===== config.mk =====
export PLATFORM = sky130hd
export DESIGN_NAME = addkey_arbiter
export DESIGN_NICKNAME = d
export VERILOG_FILES = /design/src/rtl/addkey_arbiter.sv
export SDC_FILE = /design/constraint.sdc
export NUM_CORES = 1
export LEC_CHECK = 0
export CORE_AREA = 3 3 450 452
export CTS_CLUSTER_SIZE = 14
export DETAILED_ROUTE_END_ITERATION = 16
export DIE_AREA = 0 0 453 455
export DONT_BUFFER_PORTS = 1
export GPL_ROUTABILITY_DRIVEN = 1
export PLACE_DENSITY = 0.34
export SLEW_MARGIN = 20
export SYNTH_ARGS = -nofsm -noshare
export SYNTH_HDL_FRONTEND = slang
export SYNTH_SLANG_ARGS = --single-unit
export TNS_END_PERCENT = 20

===== constraint.sdc =====
create_clock -name clk -period 1.84 [get_ports clk]
set_input_delay 0.368 -clock clk [delete_from_list [all_inputs] [get_ports clk]]
set_output_delay 0.368 -clock clk [all_outputs]
set_load 0.005 [all_outputs]

===== src/rtl/addkey_arbiter.sv =====
// Round-robin arbiter sharing one addkey unit between two requesters.
// Both sides use the 4-phase start/finish handshake.
module addkey_arbiter #(
    parameter int WIDTH = 128
) (
    input  logic             clk,
    input  logic             rst,
    input  logic             req0_start,
    input  logic [WIDTH-1:0] req0_in,
    input  logic [WIDTH-1:0] req0_key,
    output logic             req0_finish,
    output logic [WIDTH-1:0] req0_out,
    input  logic             req1_start,
    input  logic [WIDTH-1:0] req1_in,
    input  logic [WIDTH-1:0] req1_key,
    output logic             req1_finish,
    output logic [WIDTH-1:0] req1_out,
    output logic             ak_start,
    output logic [WIDTH-1:0] ak_in,
    output logic [WIDTH-1:0] ak_key,
    input  logic             ak_finish,
    input  logic [WIDTH-1:0] ak_result
);

    typedef enum logic [1:0] {
        S_IDLE,
        S_BUSY,
        S_DONE,
        S_RELEASE
    } state_t;

    state_t           r_state, w_state_nxt;
    logic             r_gnt, w_gnt_nxt;
    logic             r_rr, w_rr_nxt;
    logic             r_ak_start, w_ak_start_nxt;
    logic [WIDTH-1:0] r_ak_in, w_ak_in_nxt;
    logic [WIDTH-1:0] r_ak_key, w_ak_key_nxt;
    logic [1:0]       r_fin, w_fin_nxt;
    logic [WIDTH-1:0] r_out0, w_out0_nxt;
    logic [WIDTH-1:0] r_out1, w_out1_nxt;
    logic             w_gstart;
    logic             w_pick;

    assign w_gstart = r_gnt ? req1_start : req0_start;
    // Contention goes to the rr pointer; a lone request wins outright.
    assign w_pick   = (req0_start & req1_start) ? r_rr : req1_start;

    always_comb begin
        w_state_nxt    = r_state;
        w_gnt_nxt      = r_gnt;
        w_rr_nxt       = r_rr;
        w_ak_start_nxt = r_ak_start;
        w_ak_in_nxt    = r_ak_in;
        w_ak_key_nxt   = r_ak_key;
        w_fin_nxt      = r_fin;
        w_out0_nxt     = r_out0;
        w_out1_nxt     = r_out1;
        unique case (r_state)
            S_IDLE: begin
                if (req0_start | req1_start) begin
                    w_gnt_nxt      = w_pick;
                    w_ak_in_nxt    = w_pick ? req1_in : req0_in;
                    w_ak_key_nxt   = w_pick ? req1_key : req0_key;
                    w_ak_start_nxt = 1'b1;
                    w_state_nxt    = S_BUSY;
                end
            end
            S_BUSY: begin
                if (ak_finish) begin
                    w_ak_start_nxt = 1'b0;
                    if (w_gstart) begin
                        if (r_gnt) w_out1_nxt = ak_result;
                        else       w_out0_nxt = ak_result;
                        w_fin_nxt[r_gnt] = 1'b1;
                        w_state_nxt      = S_DONE;
                    end else begin
                        w_state_nxt = S_RELEASE;
                    end
                end
            end
            S_DONE: begin
                if (!w_gstart) begin
                    w_fin_nxt[r_gnt] = 1'b0;
                    w_rr_nxt         = ~r_gnt;
                    w_state_nxt      = ak_finish ? S_RELEASE : S_IDLE;
                end
            end
            S_RELEASE: begin
                if (!ak_finish) begin
                    w_rr_nxt    = ~r_gnt;
                    w_state_nxt = S_IDLE;
                end
            end
            default: w_state_nxt = S_IDLE;
        endcase
    end

    always_ff @(posedge clk) begin
        if (rst) begin
            r_state    <= S_IDLE;
            r_gnt      <= 1'b0;
            r_rr       <= 1'b0;
            r_ak_start <= 1'b0;
            r_ak_in    <= '0;
            r_ak_key   <= '0;
            r_fin      <= '0;
            r_out0     <= '0;
            r_out1     <= '0;
        end else begin
            r_state    <= w_state_nxt;
            r_gnt      <= w_gnt_nxt;
            r_rr       <= w_rr_nxt;
            r_ak_start <= w_ak_start_nxt;
            r_ak_in    <= w_ak_in_nxt;
            r_ak_key   <= w_ak_key_nxt;
            r_fin      <= w_fin_nxt;
            r_out0     <= w_out0_nxt;
            r_out1     <= w_out1_nxt;
        end
    end

    assign ak_start    = r_ak_start;
    assign ak_in       = r_ak_in;
    assign ak_key      = r_ak_key;
    assign req0_finish = r_fin[0];
    assign req1_finish = r_fin[1];
    assign req0_out    = r_out0;
    assign req1_out    = r_out1;

endmodule


==> metrics.yaml, run 1 <==
outcome:
  status: "finished, violations left"
  violations: "negative hold slack, max-slew violations"
synthesis:
  synth.distinct_cells: 30
  synthSimpleGateAreaFrac_pct: 16.46
  synth_top_family_by_area: "compound AO/OA/AOI/OAI gates"
  muxShareOfSynthArea_pct: 11.10
  syn_avg_cell_area_um2: 9.213
  synthAdderAreaFrac_pct: 0
  syn_inst: 2525
  syn_area_um2: 23260
  ys_seq_area_share_pct: 44.66
  syn_nets: 3170
  ys_ff_latch: 519
  ys_warn_count: 0
  synth_compound_area_share_pct: 20.94
  synth_xor_area_share_pct: 0
sta:
  final.setup.tns_ns: 0
  relSlewSlack_pct: -28.10
  hold_viol_final: 7
  fin_skew_ns: 0.01723
  period_share_pct: 98.99
  tightest_slew_ns: 1.922
  layout_min_cycle_time_ns: 1.821
  max_freq_ghz: 0.5490
  whs_ns: -0.06443
  rsz0062_at_grt: "yes"
  finalSetupViolations: 0
  final-max-slew-violation-count: 115
critical_path:
  timing.rr.end: "ak_in[102]$_SDFFE_PP0P_"
  start_kind: "input port"
  crit_fanout: 186
  crit_type: "in -> reg"
  reg2reg_from: "r_rr$_SDFFE_PP0P_"
  ff2ff_setup_slack_ns: 0.05
  worstPathRequired_ns: 2.35
  slowest_delay_ns: 0.62
  rr_worst_depth: 5
  worst_ep_arrival_time_ns: 2.33
  cpMaxStageDelayCell: "or2_4"
  cp-end-kind: "flop"
  cp_cell_sequence: "or2_4, buf_12, buf_12, buf_4, a21oi_1, a311oi_2"
  critPathMostFrequentCell: "buf_12"
detailed_routing:
  first_pass_iters: 5
  vias_per_cell: 3.940
  finalWirelength_um: 120700
  antenna_left: 0
  wl_per_cell_um: 20.26
  drc: 0
  num_vias: 23470
  drt_iter0_drc: 1693
global_route:
  grtUsageTotal_pct: 10.84
  antenna_found_initial: 5
  grt_start_max_net_pins: 648
  grt_pass1_wl_um: 168300
  grt_pass1_vias: 23940
  overflow: 0
power_and_ir_drop:
  ir_drop_v: 0.0005821
  power.density_nw_per_um2: 872.2
  p_leak_nw: 12.70
  totalPowerFinal_w: 0.03238
clock_tree:
  cts_tree: "built"
  clockRootBuffer: "clkbuf_16"
  insertion_delay_ns: 0.65
  cts_num_sinks: 519
  cts_made_buffers: 69
  clock_path_buffers: 3
  cts.clk_slew.worst_paths_ns: 0.06
  htreeDepth: 3
final_layout:
  fin_area_um2: 37120
  multi_input_area_um2: 11340
  fin_util_pct: 18.63
  fill_cells: 22070
  nets: 3888
  regArea_um2: 10400
  drive_gt1_share_pct: 8.098
  area_growth_pct: 59.58
floorplan:
  initial_utilization_pct: 11.68
  dieArea_um2: 206100
  die_width_um: 453
  coreArea_um2: 199200
  rows: 164
  io_pins: 1160
  fp.dieH_um: 455
job:
  max_cap_viol_count: 0
placed_design:
  port_buffers: 0
  dp_hpwl_um: 84640
  gp_congestion: 0.8487
  placed_area_um2: 26590
min_path:
  min_to: "ak_in[119]$_SDFFE_PP0P_"
  hold_depth: 2
  hold_class: "in -> reg"
  min_from: "req0_in[119]"
where the power goes:
group | internal, W | switching [W]
sequential | 0.0121 | 0.00101
clock | 0.00823 | 0.00570
combinational | 0.00266 | 0.00266
state kept, by name, indices dropped and copies added (netlist names), named ones only:
signal,cells
ak_in,128
ak_key,128
req0_out,128
req1_out,128
r_state,2
ak_start,1
r_gnt,1
r_rr,1
how the worst max path moves through the flow:
stage                     slack, ns               startpoint                    endpoint
after global placement        -0.12               req1_start      ak_in[90]$_SDFFE_PP0P_
final                          0.02               req1_start     ak_in[125]$_SDFFE_PP0P_
after detailed placement      -0.14               req1_start      ak_key[8]$_SDFFE_PP0P_
after floorplan                0.34  r_state[1]$_SDFFE_PP0P_  req0_out[107]$_SDFFE_PP0P_
after global routing          -0.02        r_rr$_SDFFE_PP0P_      ak_key[9]$_SDFFE_PP0P_
after CTS                      0.02        r_rr$_SDFFE_PP0P_      ak_in[38]$_SDFFE_PP0P_
metrics by stage:
step / setup slack (ns) / cells
floorplan: 0.3425 / 2525
global placement: -0.1235 / 5019
detailed placement: -0.1384 / 5019
CTS: 0.01564 / 5950
global route: -0.02250 / 5954
finish: 0.01862 / 5958
synth_stat cells (all sizes together):
library cell,instances,area share (%)
nor2,8,0.16
a21oi,260,5.6
nand2b,386,10
and3b,2,0.075
dfxtp,519,45
or2,2,0.054
nand3b,1,0.032
and2b,1,0.032
nor2b,1,0.027
mux2i,258,11
inv,3,0.048
o21ai,257,5.5
nor4,2,0.054
clkbuf,136,2.2
nand3,258,5.6
nor3,2,0.043
buf,167,4.6
and3,1,0.048
a2111oi,1,0.038
o21a,1,0.032
a22oi,1,0.032
a311oi,258,9.7
cell families after synthesis:
| family | after synthesis |
|---|---|
| AOI/OAI and AO/OA | 778 |
| buffers and inverters | 306 |
| muxes | 258 |
| and+or+nand+nor | 664 |
| DFF | 519 |
per-layer routing:
| layer | vias to the layer above | global-route usage (%) | part of all wire (%) |
|---|---|---|---|
| li1 | 10690 | - | - |
| met1 | 11420 | 11.87 | 36 |
| met2 | 1145 | 18.67 | 49 |
| met3 | 218 | 3.308 | 8.8 |
| met4 | 4 | 5.959 | 5.3 |
| met5 | - | 0 | 0.022 |
worst max-delay path, delay by kind of cell:
kind	cells	cell delay [ns]
AO/OA/AOI/OAI	2	0.23
AND/OR/NAND/NOR	1	0.62
buffers and inverters	3	0.53
layout make-up:
type	instances	share of cell area (%)
diodes	5	0.03370
clock buffers	109	5.598
clock inverters	16	0.6201
inverters	3	0.04381
multi-input cells	1700	30.56
flip-flops and latches	519	28.00
well taps	2656	8.951
repair buffers	950	26.19
what timing repair did:
item	CTS	global route
resized for setup	2	17
endpoints found under the hold margin	516	88
setup endpoints to repair	2	64
gates cloned	0	1
setup buffers	0	1
pin swaps	0	4
hold buffers	806	1
cells in the final DEF (no fill, tap or decap), types with 3 or more instances in the layout:
master,instances
clkinv_8,3
clkinv_2,4
bufinv_16,3
clkbuf_8,18
clkinvlp_4,3
clkbuf_1,21
buf_6,6
dfxtp_1,515
buf_4,96
a311oi_1,254
dlygate4sd3_1,806
nand3_1,257
o21ai_0,249
buf_12,38
nand2b_1,385
a21oi_1,260
clkbuf_16,71
nor2_1,6
o21ai_1,8
diode_2,5
dfxtp_2,4
mux2i_1,257
buf_16,3
a311oi_2,4
Power figures use the tool's default switching activity.
==> run 2: changes to the inputs <==
--- a/config.mk
+++ b/config.mk
@@ -5,13 +5,15 @@
 export SDC_FILE = /design/constraint.sdc
 export NUM_CORES = 1
 export LEC_CHECK = 0
-export CORE_AREA = 3 3 450 452
+export ABC_AREA = 1
+export CORE_AREA = 3 3 445 447
 export CTS_CLUSTER_SIZE = 14
 export DETAILED_ROUTE_END_ITERATION = 16
-export DIE_AREA = 0 0 453 455
+export DIE_AREA = 0 0 448 450
 export DONT_BUFFER_PORTS = 1
 export GPL_ROUTABILITY_DRIVEN = 1
-export PLACE_DENSITY = 0.34
+export PLACE_DENSITY = 0.33
+export REMOVE_ABC_BUFFERS = 1
 export SLEW_MARGIN = 20
 export SYNTH_ARGS = -nofsm -noshare
 export SYNTH_HDL_FRONTEND = slang
==> run 2 against run 1 <==
  * The flow now finishes without violations
  * Via count fell by 2.5%
  * Sequential share of layout area rose by 2.4 points
  * Hold slack improved by 0.13 ns
  * Final cell count rose by 2.7%
  * Synthesized cell count rose by 14%
  * Clock skew rose by 0.012 ns
==> metrics.yaml, run 2 <==
outcome:
  status: "complete, no violations"  # was finished, violations left
synthesis:
  ys_seq_area_share_pct: 48.43  # was 44.66%
  yosys-top-cells-area: "dfxtp_1, nand2_1, o211ai_1"  # was dfxtp_1, mux2i_1, nand2b_1
  synth_top_area_share_pct: 48.43  # was 44.66%
  ys_warn_count: 0  # unchanged
  syn_inst: 2883  # was 2525
  synth.distinct_cells: 19  # was 30
  syn_area_um2: 21450  # was 23260 µm²
  synth_edf_count: 0  # unchanged
  yosysTopAreaCell: "dfxtp_1"  # unchanged
  ys_ff_latch: 519  # unchanged
  yosysMostFrequentCell: "nand2_1"  # was dfxtp_1
  ys_top_cells_by_count: "nand2_1, dfxtp_1, inv_1, nor2_1, nand3_1"  # was dfxtp_1, nand2b_1, a21oi_1
  ys_async_sr_fraction_pct: 0  # unchanged
  ys.flop_type: "dfxtp_1"  # unchanged
  syn_avg_cell_area_um2: 7.441  # was 9.213 µm²
global_route:
  grt_start_max_net_pins: 82  # was 648
  grt_pass1_vias: 23090  # was 23940
  grtUsageTotal_pct: 11.41  # was 10.84%
  antenna_found_initial: 30  # was 5
  overflow: 0  # unchanged
  grt_pass1_wl_um: 168300  # about the same
final_layout:
  instances_no_fill: 6119  # was 5958
  final_common_cell: "dlygate4sd3_1"  # unchanged
  multi_input_area_um2: 8940  # was 11340 µm²
  fill_cells: 21960  # was 22070
  layout_common_cells: "dlygate4sd3_1, nand2_1, dfxtp_1"  # was dlygate4sd3_1, dfxtp_1, nand2b_1
  drive_gt1_share_pct: 8.696  # was 8.098%
  fin_util_pct: 17.57  # was 18.63%
  regArea_um2: 10390  # was 10400 µm²
  nets: 4161  # was 3888
  area_growth_pct: 59.41  # was 59.58%
clock_tree:
  cts_tree: "built"  # unchanged
  clock_path_buffers: 3  # unchanged
  cts.clk_slew.worst_paths_ns: 0.06  # about the same
  insertion_delay_ns: 0.68  # was 0.65 ns
  htreeDepth: 3  # unchanged
  clockRootBuffer: "clkbuf_16"  # unchanged
  cts_num_sinks: 519  # unchanged
  cts_made_buffers: 71  # was 69
detailed_routing:
  antenna_left: 0  # unchanged
  dr_wl_met2_um: 61980  # was 59660 µm
  num_vias: 22880  # was 23470
  first_pass_iters: 7  # was 5
  wl_met1_um: 42060  # was 43970 µm
  drc: 0  # unchanged
  wl_per_cell_um: 19.99  # was 20.26 µm
  routed-wl-met3_um: 12120  # was 10650 µm
  vias_per_cell: 3.739  # was 3.940
  highest_layer: "met5"  # unchanged
  finalWirelength_um: 122300  # was 120700 µm
  drt_iter0_drc: 1427  # was 1693
floorplan:
  coreArea_um2: 194600  # was 199200 µm²
  rows: 162  # was 164
  initial_utilization_pct: 11.02  # was 11.68%
  io_pins: 1160  # unchanged
  dieArea_um2: 201600  # was 206100 µm²
  die_width_um: 448  # was 453 µm
  fp.dieH_um: 450  # was 455 µm
critical_path:
  rr_worst_depth: 9  # was 5
  reg2reg_from: "r_rr$_SDFFE_PP0P_"  # unchanged
  start_kind: "flop"  # was input port
  crit_fanout: 31  # was 186
  worst_ep_arrival_time_ns: 2.37  # was 2.33 ns
  ff2ff_setup_slack_ns: 0.07  # was 0.05 ns
  cp_cell_sequence: "buf_4, o21ai_4, buf_12, buf_6, buf_12, nand2_1, nand3_1, o211ai_1, inv_1"  # was or2_4, buf_12, buf_12, buf_4, a21oi_1, a311oi_2
  slowest_delay_ns: 0.30  # was 0.62 ns
  crit_type: "reg -> reg"  # was in -> reg
  cp-end-kind: "flop"  # unchanged
  worstPathRequired_ns: 2.44  # was 2.35 ns
  cpMaxStageDelayCell: "dfxtp_1"  # was or2_4
  startpoint: "r_rr$_SDFFE_PP0P_"  # was req1_start
  crit_path_end: "ak_key[38]$_SDFFE_PP0P_"  # was ak_in[125]$_SDFFE_PP0P_
  timing.rr.end: "ak_key[38]$_SDFFE_PP0P_"  # was ak_in[102]$_SDFFE_PP0P_
  critPathMostFrequentCell: "buf_12"  # unchanged
power_and_ir_drop:
  pwr-share-comb_pct: 26.5  # was 16.4%
  ir_drop_v: 0.0005285  # was 0.0005821 V
  power.density_nw_per_um2: 1212  # was 872.2 nW/µm²
  totalPowerFinal_w: 0.04143  # was 0.03238 W
  p_sw_w: 0.01495  # was 0.009364 W
  p_sw_share_pct: 36.07  # was 28.92%
  power.share.clock_pct: 33.6  # was 43.0%
  p_int_w: 0.02649  # was 0.02302 W
  p_leak_nw: 14.49  # was 12.70 nW
  seq_power_share_pct: 39.9  # was 40.5%
placed_design:
  dp_hpwl_um: 91130  # was 84640 µm
  gp_congestion: 0.8873  # was 0.8487
  dp_cells: 5348  # was 5019
  port_buffers: 0  # unchanged
  preCtsSetupSlack_ns: -0.05785  # was -0.1384 ns
sta:
  relSlewSlack_pct: 64.35  # was -28.10%
  final-max-slew-violation-count: 0  # was 115
  whs_ns: 0.06918  # was -0.06443 ns
  fin_ws_ns: 0.06687  # was 0.01862 ns
  period_share_pct: 96.37  # was 98.99%
  layout_min_cycle_time_ns: 1.773  # was 1.821 ns
  fin_skew_ns: 0.02918  # was 0.01723 ns
  max_freq_ghz: 0.5640  # was 0.5490 GHz
  finalSetupViolations: 0  # unchanged
  rsz0062_at_grt: "yes"  # unchanged
  tightest_slew_ns: 0.5306  # was 1.922 ns
  hold_viol_final: 0  # was 7
min_path:
  hold_class: "in -> reg"  # unchanged
  min_from: "req0_key[10]"  # was req0_in[119]
job:
  max_cap_viol_count: 0  # unchanged
## run 2: cell count changes after synthesis, sizes merged, moves of 3 or more
cell	delta
a21oi	-255
a311oi	-258
clkbuf	-48
inv	+265
mux2i	-258
nand2	+537
nand2b	-386
nand3	+3
nor2	+259
nor3	+254
o211ai	+256
## run 2: routing by layer
layer | up-vias | global-route usage [%]
li1 | 10880 | -
met1 | 10630 | 11.22
met2 | 1094 | 20.58
met3 | 269 | 4.646
met4 | 4 | 5.520
met5 | - | 0
## run 2: kinds of logic (layout without fill, tap and decap cells)
| logic type | count (synthesis) | after routing | share of synthesized area [%] |
|---|---|---|---|
| AND/OR/NAND/NOR | 1323 | 1323 | 26.24 |
| other | 0 | 12 | 0 |
| AO/OA/AOI/OAI | 520 | 520 | 15.17 |
| buffers and inverters | 521 | 1203 | 10.16 |
| flip-flops | 519 | 519 | 48.43 |
## run 2: metrics by stage
step | TNS (ns) | cell area, µm²
after floorplan | -2851.99 | 20280
after global placement | -0.05039 | 25340
after detailed placement | -0.1088 | 25340
after CTS | 0 | 34080
after global routing | -0.01808 | 34180
final | 0 | 34200
## run 2: worst min path at each step
stage | end | depth (start not counted) | slack, ns
finish | ak_key[10]$_SDFFE_PP0P_ | 4 | 0.07
global placement | ak_start$_SDFFE_PP0P_ | 1 | 0.44
floorplan | ak_start$_SDFFE_PP0P_ | 1 | 0.44
detailed placement | r_gnt$_SDFFE_PP0P_ | 1 | 0.45
global route | ak_in[64]$_SDFFE_PP0P_ | 4 | 0.05
CTS | ak_in[120]$_SDFFE_PP0P_ | 4 | 0.007
## run 2: critical path, delay by kind of cell (launching register included)
family	cells	cell delay, ns
simple gates	2	0.25
flops	1	0.30
buf+inv	5	0.78
compound gates	2	0.23
## run 2: cell type report
class,count,share of cell area (%)
Antenna cell,12,0.08781
Clock buffer,100,6.011
Clock inverter,22,0.8306
Inverter,268,3.008
Multi-Input combinational cell,1843,26.14
Sequential cell,519,30.38
Tap cell,2542,9.301
Timing Repair Buffer,813,24.24
## run 2: power by group through the flow
stage | sequential (W) | combinational, W | clock, W
6_report | 0.0165 | 0.0110 | 0.0139
5_1_grt | 0.0168 | 0.0123 | 0.0149
4_1_cts | 0.0166 | 0.0111 | 0.0145
3_5_place_dp | 0.0168 | 0.00963 | 0
3_3_place_gp | 0.0169 | 0.00959 | 0
2_1_floorplan | 0.0139 | 0.00462 | 0
## run 2: timing repair
item | 4_1_cts | 5_1_grt
setup buffers | 3 | 0
cloned | 2 | 1
gates resized for setup | 1 | 11
hold buffers | 630 | 1
endpoints found under the setup margin | 8 | 100
endpoints found under the hold margin | 517 | 1
pin swaps | 1 | 0
